$ cat config.mk
export PLATFORM = sky130hd
export DESIGN_NAME = ddr3_req_arbiter
export DESIGN_NICKNAME = d
export VERILOG_FILES = /design/src/rtl/ddr3_req_arbiter.sv
export SDC_FILE = /design/constraint.sdc
export NUM_CORES = 1
export LEC_CHECK = 0
export CORE_AREA = 3 3 235 237
export CTS_CLUSTER_SIZE = 25
export DETAILED_ROUTE_END_ITERATION = 8
export DIE_AREA = 0 0 238 240
export SLEW_MARGIN = 10
export SYNTH_ARGS = -nofsm -noshare
export SYNTH_HDL_FRONTEND = slang
export SYNTH_SLANG_ARGS = --single-unit
$ cat constraint.sdc
create_clock -name cpu_clk -period 3.74 [get_ports cpu_clk]
set_clock_uncertainty 0.15 [all_clocks]
set_input_delay 0.748 -clock cpu_clk [delete_from_list [all_inputs] [get_ports cpu_clk]]
set_output_delay 0.748 -clock cpu_clk [all_outputs]
set_load 0.02 [all_outputs]
$ cat src/rtl/ddr3_req_arbiter.sv
// Round-robin, open-row-preferring arbiter that shares one ddr3_mem_cont CPU port
// between NUM_REQ masters; runs one command at a time and routes the response back.
module ddr3_req_arbiter #(
    parameter int NUM_REQ = 4,
    parameter int MAX_HIT = 4,
    parameter int TIMEOUT = 64
) (
    input  logic                  cpu_clk,
    input  logic                  reset,
    input  logic [NUM_REQ-1:0]    req_valid,
    input  logic [NUM_REQ-1:0]    req_cmd,
    input  logic [NUM_REQ*3-1:0]  req_ba,
    input  logic [NUM_REQ*15-1:0] req_addr,
    input  logic [NUM_REQ*10-1:0] req_col,
    input  logic [NUM_REQ*64-1:0] req_wdata,
    output logic [NUM_REQ-1:0]    req_ready,
    output logic [NUM_REQ-1:0]    rsp_valid,
    output logic [63:0]           rsp_rdata,
    output logic                  rsp_err,
    input  logic                  mc_cmd_rdy,
    output logic                  mc_addr_valid,
    output logic                  mc_cmd,
    output logic [2:0]            mc_ba,
    output logic [14:0]           mc_addr,
    output logic [9:0]            mc_col,
    output logic [63:0]           mc_wr_data,
    input  logic [63:0]           mc_rd_data,
    input  logic                  mc_done,
    output logic                  busy
);

    localparam int IDX_W = (NUM_REQ > 1) ? $clog2(NUM_REQ) : 1;
    localparam int HIT_W = $clog2(MAX_HIT + 1);
    localparam int TMR_W = $clog2(TIMEOUT + 1);
    localparam int ROW_W = 18;

    typedef enum logic [1:0] {
        S_IDLE,
        S_ISSUE,
        S_WAIT_DONE,
        S_RESP
    } state_t;

    state_t             state_q,    state_d;
    logic [IDX_W-1:0]   rr_ptr_q,   rr_ptr_d;
    logic [HIT_W-1:0]   hit_cnt_q,  hit_cnt_d;
    logic               row_vld_q,  row_vld_d;
    logic [ROW_W-1:0]   last_row_q, last_row_d;
    logic [IDX_W-1:0]   owner_q,    owner_d;
    logic               cmd_q,      cmd_d;
    logic [2:0]         ba_q,       ba_d;
    logic [14:0]        addr_q,     addr_d;
    logic [9:0]         col_q,      col_d;
    logic [63:0]        wdata_q,    wdata_d;
    logic [TMR_W-1:0]   timer_q,    timer_d;
    logic [63:0]        rdata_q,    rdata_d;
    logic               err_q,      err_d;

    logic [NUM_REQ-1:0] hit_vec;
    logic [NUM_REQ-1:0] pick_vec;
    logic               hit_any;
    logic               win_found;
    logic [IDX_W-1:0]   win_idx;
    logic               grant;

    // Winner search: the hit set when it is allowed and non-empty, else every valid request.
    always_comb begin
        // NOTE: every variable gets a default before any branch, so no latch is inferred.
        hit_vec   = '0;
        win_found = 1'b0;
        win_idx   = '0;
        for (int i = 0; i < NUM_REQ; i++) begin
            hit_vec[i] = req_valid[i] && row_vld_q && (hit_cnt_q < HIT_W'(MAX_HIT)) &&
                         ({req_ba[3*i +: 3], req_addr[15*i +: 15]} == last_row_q);
        end
        hit_any  = |hit_vec;
        pick_vec = hit_any ? hit_vec : req_valid;
        for (int k = 0; k < NUM_REQ; k++) begin
            if (!win_found && pick_vec[(int'(rr_ptr_q) + k) % NUM_REQ]) begin
                win_found = 1'b1;
                win_idx   = IDX_W'((int'(rr_ptr_q) + k) % NUM_REQ);
            end
        end
    end

    // A grant is never shown while reset is held, so outputs stay quiet through reset.
    assign grant = (state_q == S_IDLE) && win_found && !reset;

    always_comb begin
        state_d    = state_q;
        rr_ptr_d   = rr_ptr_q;
        hit_cnt_d  = hit_cnt_q;
        row_vld_d  = row_vld_q;
        last_row_d = last_row_q;
        owner_d    = owner_q;
        cmd_d      = cmd_q;
        ba_d       = ba_q;
        addr_d     = addr_q;
        col_d      = col_q;
        wdata_d    = wdata_q;
        timer_d    = timer_q;
        rdata_d    = rdata_q;
        err_d      = err_q;

        unique case (state_q)
            S_IDLE: begin
                if (grant) begin
                    owner_d    = win_idx;
                    cmd_d      = req_cmd[win_idx];
                    ba_d       = req_ba[int'(win_idx)*3 +: 3];
                    addr_d     = req_addr[int'(win_idx)*15 +: 15];
                    col_d      = req_col[int'(win_idx)*10 +: 10];
                    wdata_d    = req_wdata[int'(win_idx)*64 +: 64];
                    rr_ptr_d   = IDX_W'((int'(win_idx) + 1) % NUM_REQ);
                    last_row_d = {req_ba[int'(win_idx)*3 +: 3], req_addr[int'(win_idx)*15 +: 15]};
                    row_vld_d  = 1'b1;
                    if (!hit_any) begin
                        hit_cnt_d = '0;
                    end else if (hit_cnt_q < HIT_W'(MAX_HIT)) begin
                        hit_cnt_d = hit_cnt_q + 1'b1;
                    end
                    state_d = S_ISSUE;
                end
            end
            S_ISSUE: begin
                if (mc_cmd_rdy) begin
                    timer_d = '0;
                    state_d = S_WAIT_DONE;
                end
            end
            S_WAIT_DONE: begin
                timer_d = timer_q + 1'b1;
                if (mc_done) begin
                    rdata_d = cmd_q ? mc_rd_data : 64'd0;
                    err_d   = 1'b0;
                    state_d = S_RESP;
                end else if (timer_q == TMR_W'(TIMEOUT - 1)) begin
                    rdata_d = 64'd0;
                    err_d   = 1'b1;
                    state_d = S_RESP;
                end
            end
            S_RESP: begin
                state_d = S_IDLE;
            end
            default: begin
                state_d = S_IDLE;
            end
        endcase
    end

    always_ff @(posedge cpu_clk) begin
        // NOTE: datapath registers are reset too because they feed outputs that must read 0 in reset.
        if (reset) begin
            state_q    <= S_IDLE;
            rr_ptr_q   <= '0;
            hit_cnt_q  <= '0;
            row_vld_q  <= 1'b0;
            last_row_q <= '0;
            owner_q    <= '0;
            cmd_q      <= 1'b0;
            ba_q       <= '0;
            addr_q     <= '0;
            col_q      <= '0;
            wdata_q    <= '0;
            timer_q    <= '0;
            rdata_q    <= '0;
            err_q      <= 1'b0;
        end else begin
            // NOTE: non-blocking updates so every flop samples the pre-edge values.
            state_q    <= state_d;
            rr_ptr_q   <= rr_ptr_d;
            hit_cnt_q  <= hit_cnt_d;
            row_vld_q  <= row_vld_d;
            last_row_q <= last_row_d;
            owner_q    <= owner_d;
            cmd_q      <= cmd_d;
            ba_q       <= ba_d;
            addr_q     <= addr_d;
            col_q      <= col_d;
            wdata_q    <= wdata_d;
            timer_q    <= timer_d;
            rdata_q    <= rdata_d;
            err_q      <= err_d;
        end
    end

    always_comb begin
        req_ready = '0;
        rsp_valid = '0;
        if (grant) begin
            req_ready[win_idx] = 1'b1;
        end
        if (state_q == S_RESP) begin
            rsp_valid[owner_q] = 1'b1;
        end
    end

    assign rsp_rdata     = (state_q == S_RESP) ? rdata_q : 64'd0;
    assign rsp_err       = (state_q == S_RESP) && err_q;
    assign mc_addr_valid = (state_q == S_ISSUE);
    assign mc_cmd        = cmd_q;
    assign mc_ba         = ba_q;
    assign mc_addr       = addr_q;
    assign mc_col        = col_q;
    assign mc_wr_data    = wdata_q;
    assign busy          = (state_q != S_IDLE);

endmodule

==> impl_metrics.tcl, run 1 <==
set metrics [dict create \
    outcome "finished, violations left" \
    violations "negative setup slack" \
    worstSetupPathType "primary input to primary output" \
    cts-root-buf "clkbuf_16" \
    start_util_pct 21.6 \
    clkLatencyLatePin_ps 480 \
    hold_path_end "rdata_q[7]$_SDFFE_PP0P_" \
    area_growth_pct 72.9 \
    worst_path_largest_cell_delay_ps 460 \
    slew_headroom_pct 45.2 \
    p_int_mw 6.35 \
    crit_path_start_kind "primary input" \
    seqPwrFrac_pct 25.1 \
    finalHoldViolCount 0 \
    drt-initial-drc-count 764 \
    fin_util_pct 37.3 \
    grt_pass1_wl_um 81800 \
    dp_hpwl_um 41500 \
    yosysWarnings 0 \
    globalplace.congestion 0.908 \
    io_buffers 611 \
    worstReg2RegStart "last_row_q[2]$_SDFFE_PP0P_" \
    power_switching_mw 4.89 \
    wirelength_um 56700 \
    layout_min_cycle_time_ps 4400 \
    synth_area_leaders "dfxtp_1 30%, o211ai_1 12%, mux2i_1 8.2%" \
    rsz0062_at_grt "true" \
    pin_count 612 \
    clkPwrFrac_pct 16.6 \
    regToRegSetupSlack_ps -70 \
    cp_common_cell "buf_4" \
    comb_power_share_pct 58.3 \
    timing.final.ws_setup_ps -661 \
    grt_pass1_vias 13401 \
    drive_gt1_share_pct 11.6 \
    crit_slowest_cell "clkdlybuf4s50_1" \
    min_from "rdata_q[7]$_SDFFE_PP0P_" \
    via_count 13552 \
    overflow 0 \
    switching_share_pct 43.5 \
    dr.pass1.iters 5 \
    netlist_area_um2 11500 \
    reg2reg_depth 15 \
    tightest_slew_ps 823 \
    synth.net_count 1930 \
    finalCritPeriodShare_pct 118 \
    drc 0 \
    drtAntennaViolNets 0 \
    postSynthAreaPerCell_um2 7.83 \
    reg2reg_to "last_row_q[11]$_SDFFE_PP0P_" \
    clk_pin_slew_ps 70 \
    cts_tree "done" \
    cts_buffers 17 \
    holdWs_ps 299 \
    coreArea_um2 53500 \
    final-setup-viol-count 74 \
    path_max_fanout 5 \
    crit_family "buffers and inverters" \
    synth-seq-cells 175 \
    antenna_found_initial 14 \
    fmax_mhz 227 \
    wl_per_cell_um 20.5 \
    fp-row-count 85 \
    final_common_cell "clkdlybuf4s50_1" \
    crit_arrival_ps 3500 \
    worstPathRequired_ps 2840 \
    die_h_um 240 \
    hp-class "flip-flop to flip-flop" \
    synth.distinct_cells 46 \
    crit_buf_inv 4 \
    fin_nets 2499 \
    cts_htree_levels 4 \
    power_density_nw_per_um2 563 \
    viasPerCell 4.90 \
    grt_max_degree 148 \
    final_cell_mix "543 x clkdlybuf4s50_1, 186 x o211ai_1, 170 x nand2_1" \
    fp.dieW_um 238 \
    cp-end-kind "primary output" \
    hold_depth 2 \
    cts.sinks 175 \
    yosysTopAreaCell "dfxtp_1" \
    die_area_um2 57100 \
    p_leak_nw 7.66 \
    yosysSeqAreaShare_pct 30.4 \
    path_cells "clkdlybuf4s50_1 > xor2_1 > nor4_2 > nand4_1 > or2_4 > a41o_1 > a222oi_1 > buf_4 > o21ai_4 > buf_4 > ha_4 > and2_4 > buf_6" \
    synth_top_area_share_pct 30.4 \
    synthCells 1475 \
    worst_ir_drop_vdd_mv 0.347 \
    track_usage_pct 18.7 \
    slew_viol_final 0 \
    clockBufferDepth 2 \
    max-cap-violations 0 \
]
[power by group through the flow]
stage	Clock [mW]	Combinational, mW	Sequential (mW)
2_1_floorplan	0	2.84	3.25
3_3_place_gp	0	6.05	2.81
3_5_place_dp	0	6.07	2.82
4_1_cts	1.94	6.31	2.82
5_1_grt	2.01	6.98	2.90
6_report	1.86	6.56	2.83
[worst max path at each step]
stage | startpoint | to | slack, ps | cells after the start
detailed placement | req_ba[2] | req_ready[2] | -1530 | 13
floorplan | req_addr[20] | req_ready[0] | -260 | 12
finish | req_addr[33] | req_ready[0] | -660 | 13
global route | last_row_q[3]$_SDFFE_PP0P_ | req_ready[0] | -750 | 16
global placement | req_ba[2] | req_ready[2] | -1440 | 13
CTS | last_row_q[8]$_SDFFE_PP0P_ | req_ready[2] | -510 | 14
[cell type report]
class	count	area, µm²
antenna	10	25.0
clock buffer	18	439
clock inverter	14	144
fill	5569	33500
inverter	101	384
multi-input combinational	1032	7450
sequential	175	3530
tap	696	871
timing repair buffer	717	7120
[worst reg2reg max path: stages (launching register included)]
cell and delay (ps):
dfxtp_4 360, buf_4 160, xnor2_2 180, nand4_1 170
nor4_2 290, nand4_1 200, buf_6 180, a41oi_4 230
buf_6 150, a222oi_1 90, buf_4 160, o21ai_4 100
clkbuf_8 450, buf_6 470, o211ai_1 240, o211ai_1 140
[synth_stat cells (all sizes together)]
cell type / number
a221oi: 1
o211ai: 186
a222oi: 2
and3: 3
and3b: 2
nor4: 14
clkbuf: 114
nand2: 171
nor3: 1
or3: 2
nor2: 24
o211a: 1
inv: 101
nor2b: 2
buf: 53
ha: 11
o21ai: 6
and2: 71
nor3b: 1
o41ai: 1
nand2b: 3
a211oi: 3
a32oi: 1
nand4: 10
and4: 93
dfxtp: 175
nand3b: 4
xnor2: 27
or2: 4
nand3: 70
a41o: 3
mux2i: 94
o31a: 1
xor2: 49
o31ai: 2
a41oi: 2
a21oi: 74
a31oi: 93
[stage by stage]
stage / setup WS (ps) / power (mW) / cell area, µm² / std cells / TNS (ps)
after global routing: -747 / 11.9 / 20000 / 2761 / -22390
after CTS: -513 / 11.1 / 19700 / 2745 / -23460
after global placement: -1440 / 8.86 / 18700 / 2705 / -118280
after detailed placement: -1530 / 8.89 / 18700 / 2705 / -130440
after floorplan: -259 / 6.08 / 11600 / 1475 / -978
final: -661 / 11.2 / 20000 / 2763 / -4450
[metal layers]
layer / up-vias / GRT usage, % / wire length, µm
li1: 6462 / - / -
met1: 6438 / 22.8 / 23300
met2: 579 / 32.3 / 28000
met3: 69 / 4.39 / 3910
met4: 4 / 6.43 / 1420
met5: - / 0 / 23
[sequential cells by signal, indices dropped and copies added, names as in the netlist]
| signal | flops |
|---|---|
| err_q | 1 |
| hit_cnt_q | 3 |
| last_row_q | 18 |
| mc_cmd | 1 |
| mc_col | 10 |
| mc_wr_data | 64 |
| owner_q | 2 |
| rdata_q | 64 |
| row_vld_q | 1 |
| rr_ptr_q | 2 |
| state_q | 2 |
| timer_q | 7 |
[cells by family (layout without fill, tap and decap cells)]
logic type,after synthesis,after routing,synth area share (%)
other cells,0,10,0
fa+ha+maj,11,11,1.19
compound gates,376,376,22.1
buf+inv,268,850,9.54
flops,175,175,30.4
simple gates,475,475,22.9
mux,94,94,8.15
xor+xnor,76,76,5.77
[timing repair]
item,4_1_cts,5_1_grt
buffers inserted,11,5
hold buffers,0,0
endpoints found under the setup margin,98,97
endpoints found under the hold margin,0,0
pin swaps,38,28
cloned,0,3
gates resized for setup,187,53
Note: power is estimated with default switching activity, not from simulation.
==> inputs of run 2 (changes only) <==
CORE_AREA = 3 3 236 238   (was 3 3 235 237)
DIE_AREA = 0 0 239 241   (was 0 0 238 240)
DONT_BUFFER_PORTS = 1   (was default)
==> impl_metrics.tcl, run 2 (same netlist as run 1, synthesis figures left out) <==
set metrics [dict create \
    path_max_fanout 5 \
    p_int_mw 5.39 \
    outcome "finished, violations left" \
    start_util_pct 21.4 \
    cts-root-buf "clkbuf_16" \
    die_area_um2 57600 \
    fin_area_um2 13900 \
    antenna_found_initial 7 \
    reg2reg_to "mc_wr_data[63]$_SDFFE_PP0P_" \
    track_usage_pct 16.6 \
    drtAntennaViolNets 0 \
    drc 0 \
    finalHoldViolCount 0 \
    crit_buf_inv 2 \
    worstPathRequired_ps 2840 \
    area_growth_pct 20.4 \
    crit_family "simple AND/OR/NAND/NOR gates" \
    pin_count 612 \
    cts_htree_levels 4 \
    globalplace.congestion 0.935 \
    final_cell_mix "186 x o211ai_1, 171 x nand2_1, 164 x dfxtp_1" \
    tightest_slew_ps 1030 \
    timing.final.ws_setup_ps -402 \
    final-setup-viol-count 84 \
    power_switching_mw 4.61 \
    p_leak_nw 5.32 \
    worst_ir_drop_vdd_mv 0.379 \
    grt_pass1_vias 10990 \
    io_buffers 0 \
    reg2reg_depth 18 \
    clockBufferDepth 2 \
    cts_hold_buf 0 \
    cts_tree "done" \
    crit_slowest_cell "a222oi_1" \
    path_cells "buf_4 > xor2_1 > nor4_1 > nand4_1 > nor2_4 > a41oi_1 > a222oi_1 > and3_4 > inv_4 > ha_4 > and2_4" \
    worst_path_largest_cell_delay_ps 500 \
    regToRegSetupSlack_ps -180 \
    hold_depth 1 \
    violations "negative setup slack" \
    fp-row-count 85 \
    max-cap-violations 0 \
    viasPerCell 5.41 \
    slew_viol_final 0 \
    drt-initial-drc-count 888 \
    dp_hpwl_um 38300 \
    hold_path_end "rdata_q[46]$_SDFFE_PP0P_" \
    clkLatencyLatePin_ps 470 \
    placed_area_um2 12700 \
    clkPwrFrac_pct 19.1 \
    hp-class "primary input to flip-flop" \
    dr.pass1.iters 5 \
    grt_pass1_wl_um 71000 \
    crit_arrival_ps 3240 \
    final_common_cell "o211ai_1" \
    finalCritPeriodShare_pct 111 \
    seqPwrFrac_pct 34.3 \
    fin_util_pct 25.8 \
    min_from "reset" \
    fin_nets 1900 \
    via_count 11671 \
    cts_buffers 17 \
    power_density_nw_per_um2 720 \
    layout_min_cycle_time_ps 4140 \
    clk_pin_slew_ps 70 \
    rsz0062_at_grt "true" \
    cp-end-kind "primary output" \
    worstReg2RegStart "last_row_q[13]$_SDFFE_PP0P_" \
    cts.sinks 175 \
    wl_per_cell_um 24.0 \
    drive_gt1_share_pct 14.3 \
    comb_power_share_pct 46.6 \
    switching_share_pct 46.1 \
    wirelength_um 51700 \
    crit_path_start_kind "flip-flop" \
    fmax_mhz 241 \
    slew_headroom_pct 31.5 \
    grt_max_degree 119 \
    overflow 0 \
    coreArea_um2 53800 \
    fp.dieW_um 239 \
    die_h_um 241 \
    worstSetupPathType "flip-flop to primary output" \
    crit_start "last_row_q[13]$_SDFFE_PP0P_" \
]
==> run 2: cell types whose count changed in the layout (fill, tap and decap cells not counted), moves of 5 or more <==
cell and delta:
buf_12 +9, buf_4 +16, buf_6 -14, clkbuf_2 -6, clkdlybuf4s15_1 -9, clkdlybuf4s15_2 -5
clkdlybuf4s50_1 -543, dlygate4sd2_1 -39, nor4_1 +5, xor2_1 +13, xor2_2 -12
==> run 2: per-layer routing <==
metal	track usage, %	wire, µm
met5	0	0
met4	6.40	1700
met3	5.89	5350
met2	28.3	25300
met1	19.0	19400
==> run 2: area by class of cell <==
cell class	instances	area, µm²
multi-input combinational	1032	7260
sequential	175	3530
tap	696	871
clock buffer	18	439
clock inverter	13	154
inverter	101	382
antenna	6	15.0
timing repair buffer	118	1250
fill	5837	39900
==> run 2: repair_timing <==
action	in CTS	in global routing
buffers inserted	16	6
gates cloned	2	3
pin swaps	23	27
endpoints found under the setup margin	32	97
gates resized for setup	41	31
==> run 2: metrics by stage <==
stage | power (mW) | hold slack (ps) | setup slack (ps) | TNS, ps | instances
floorplan | 6.08 | 277 | -259 | -978 | 1475
global route | 10.6 | 153 | -509 | -21730 | 2157
global placement | 7.53 | 278 | -325 | -19820 | 2097
finish | 10.0 | 196 | -402 | -5710 | 2159
CTS | 9.82 | 134 | -363 | -1670 | 2144
detailed placement | 7.59 | 286 | -346 | -20070 | 2097
==> run 2: worst reg2reg max path: stages, from the launching register on <==
cell and delay (ps):
dfxtp_4 370, buf_4 140, xor2_1 150, nor4_1 270
nand4_1 250, nor2_4 270, a41oi_1 100, a222oi_1 510
buf_4 200, buf_4 90, buf_4 90, buf_4 90
buf_4 100, buf_12 160, buf_16 170, buf_12 160
a31oi_1 130, o211ai_1 290, o211ai_1 120
==> run 2: worst max path at each step <==
stage / slack, ps / depth (start not counted) / endpoint
floorplan: -260 / 12 / req_ready[0]
global placement: -330 / 11 / req_ready[0]
detailed placement: -350 / 13 / mc_wr_data[30]$_SDFFE_PP0P_
CTS: -360 / 13 / req_ready[0]
global route: -510 / 10 / req_ready[2]
finish: -400 / 11 / req_ready[0]
==> run 2: power groups by stage <==
| stage | sequential (mW) | clock (mW) | combinational, mW |
|---|---|---|---|
| CTS | 3.42 | 1.99 | 4.41 |
| detailed placement | 3.43 | 0 | 4.16 |
| floorplan | 3.25 | 0 | 2.84 |
| global route | 3.48 | 2.05 | 5.02 |
| finish | 3.43 | 1.91 | 4.66 |
| global placement | 3.43 | 0 | 4.10 |
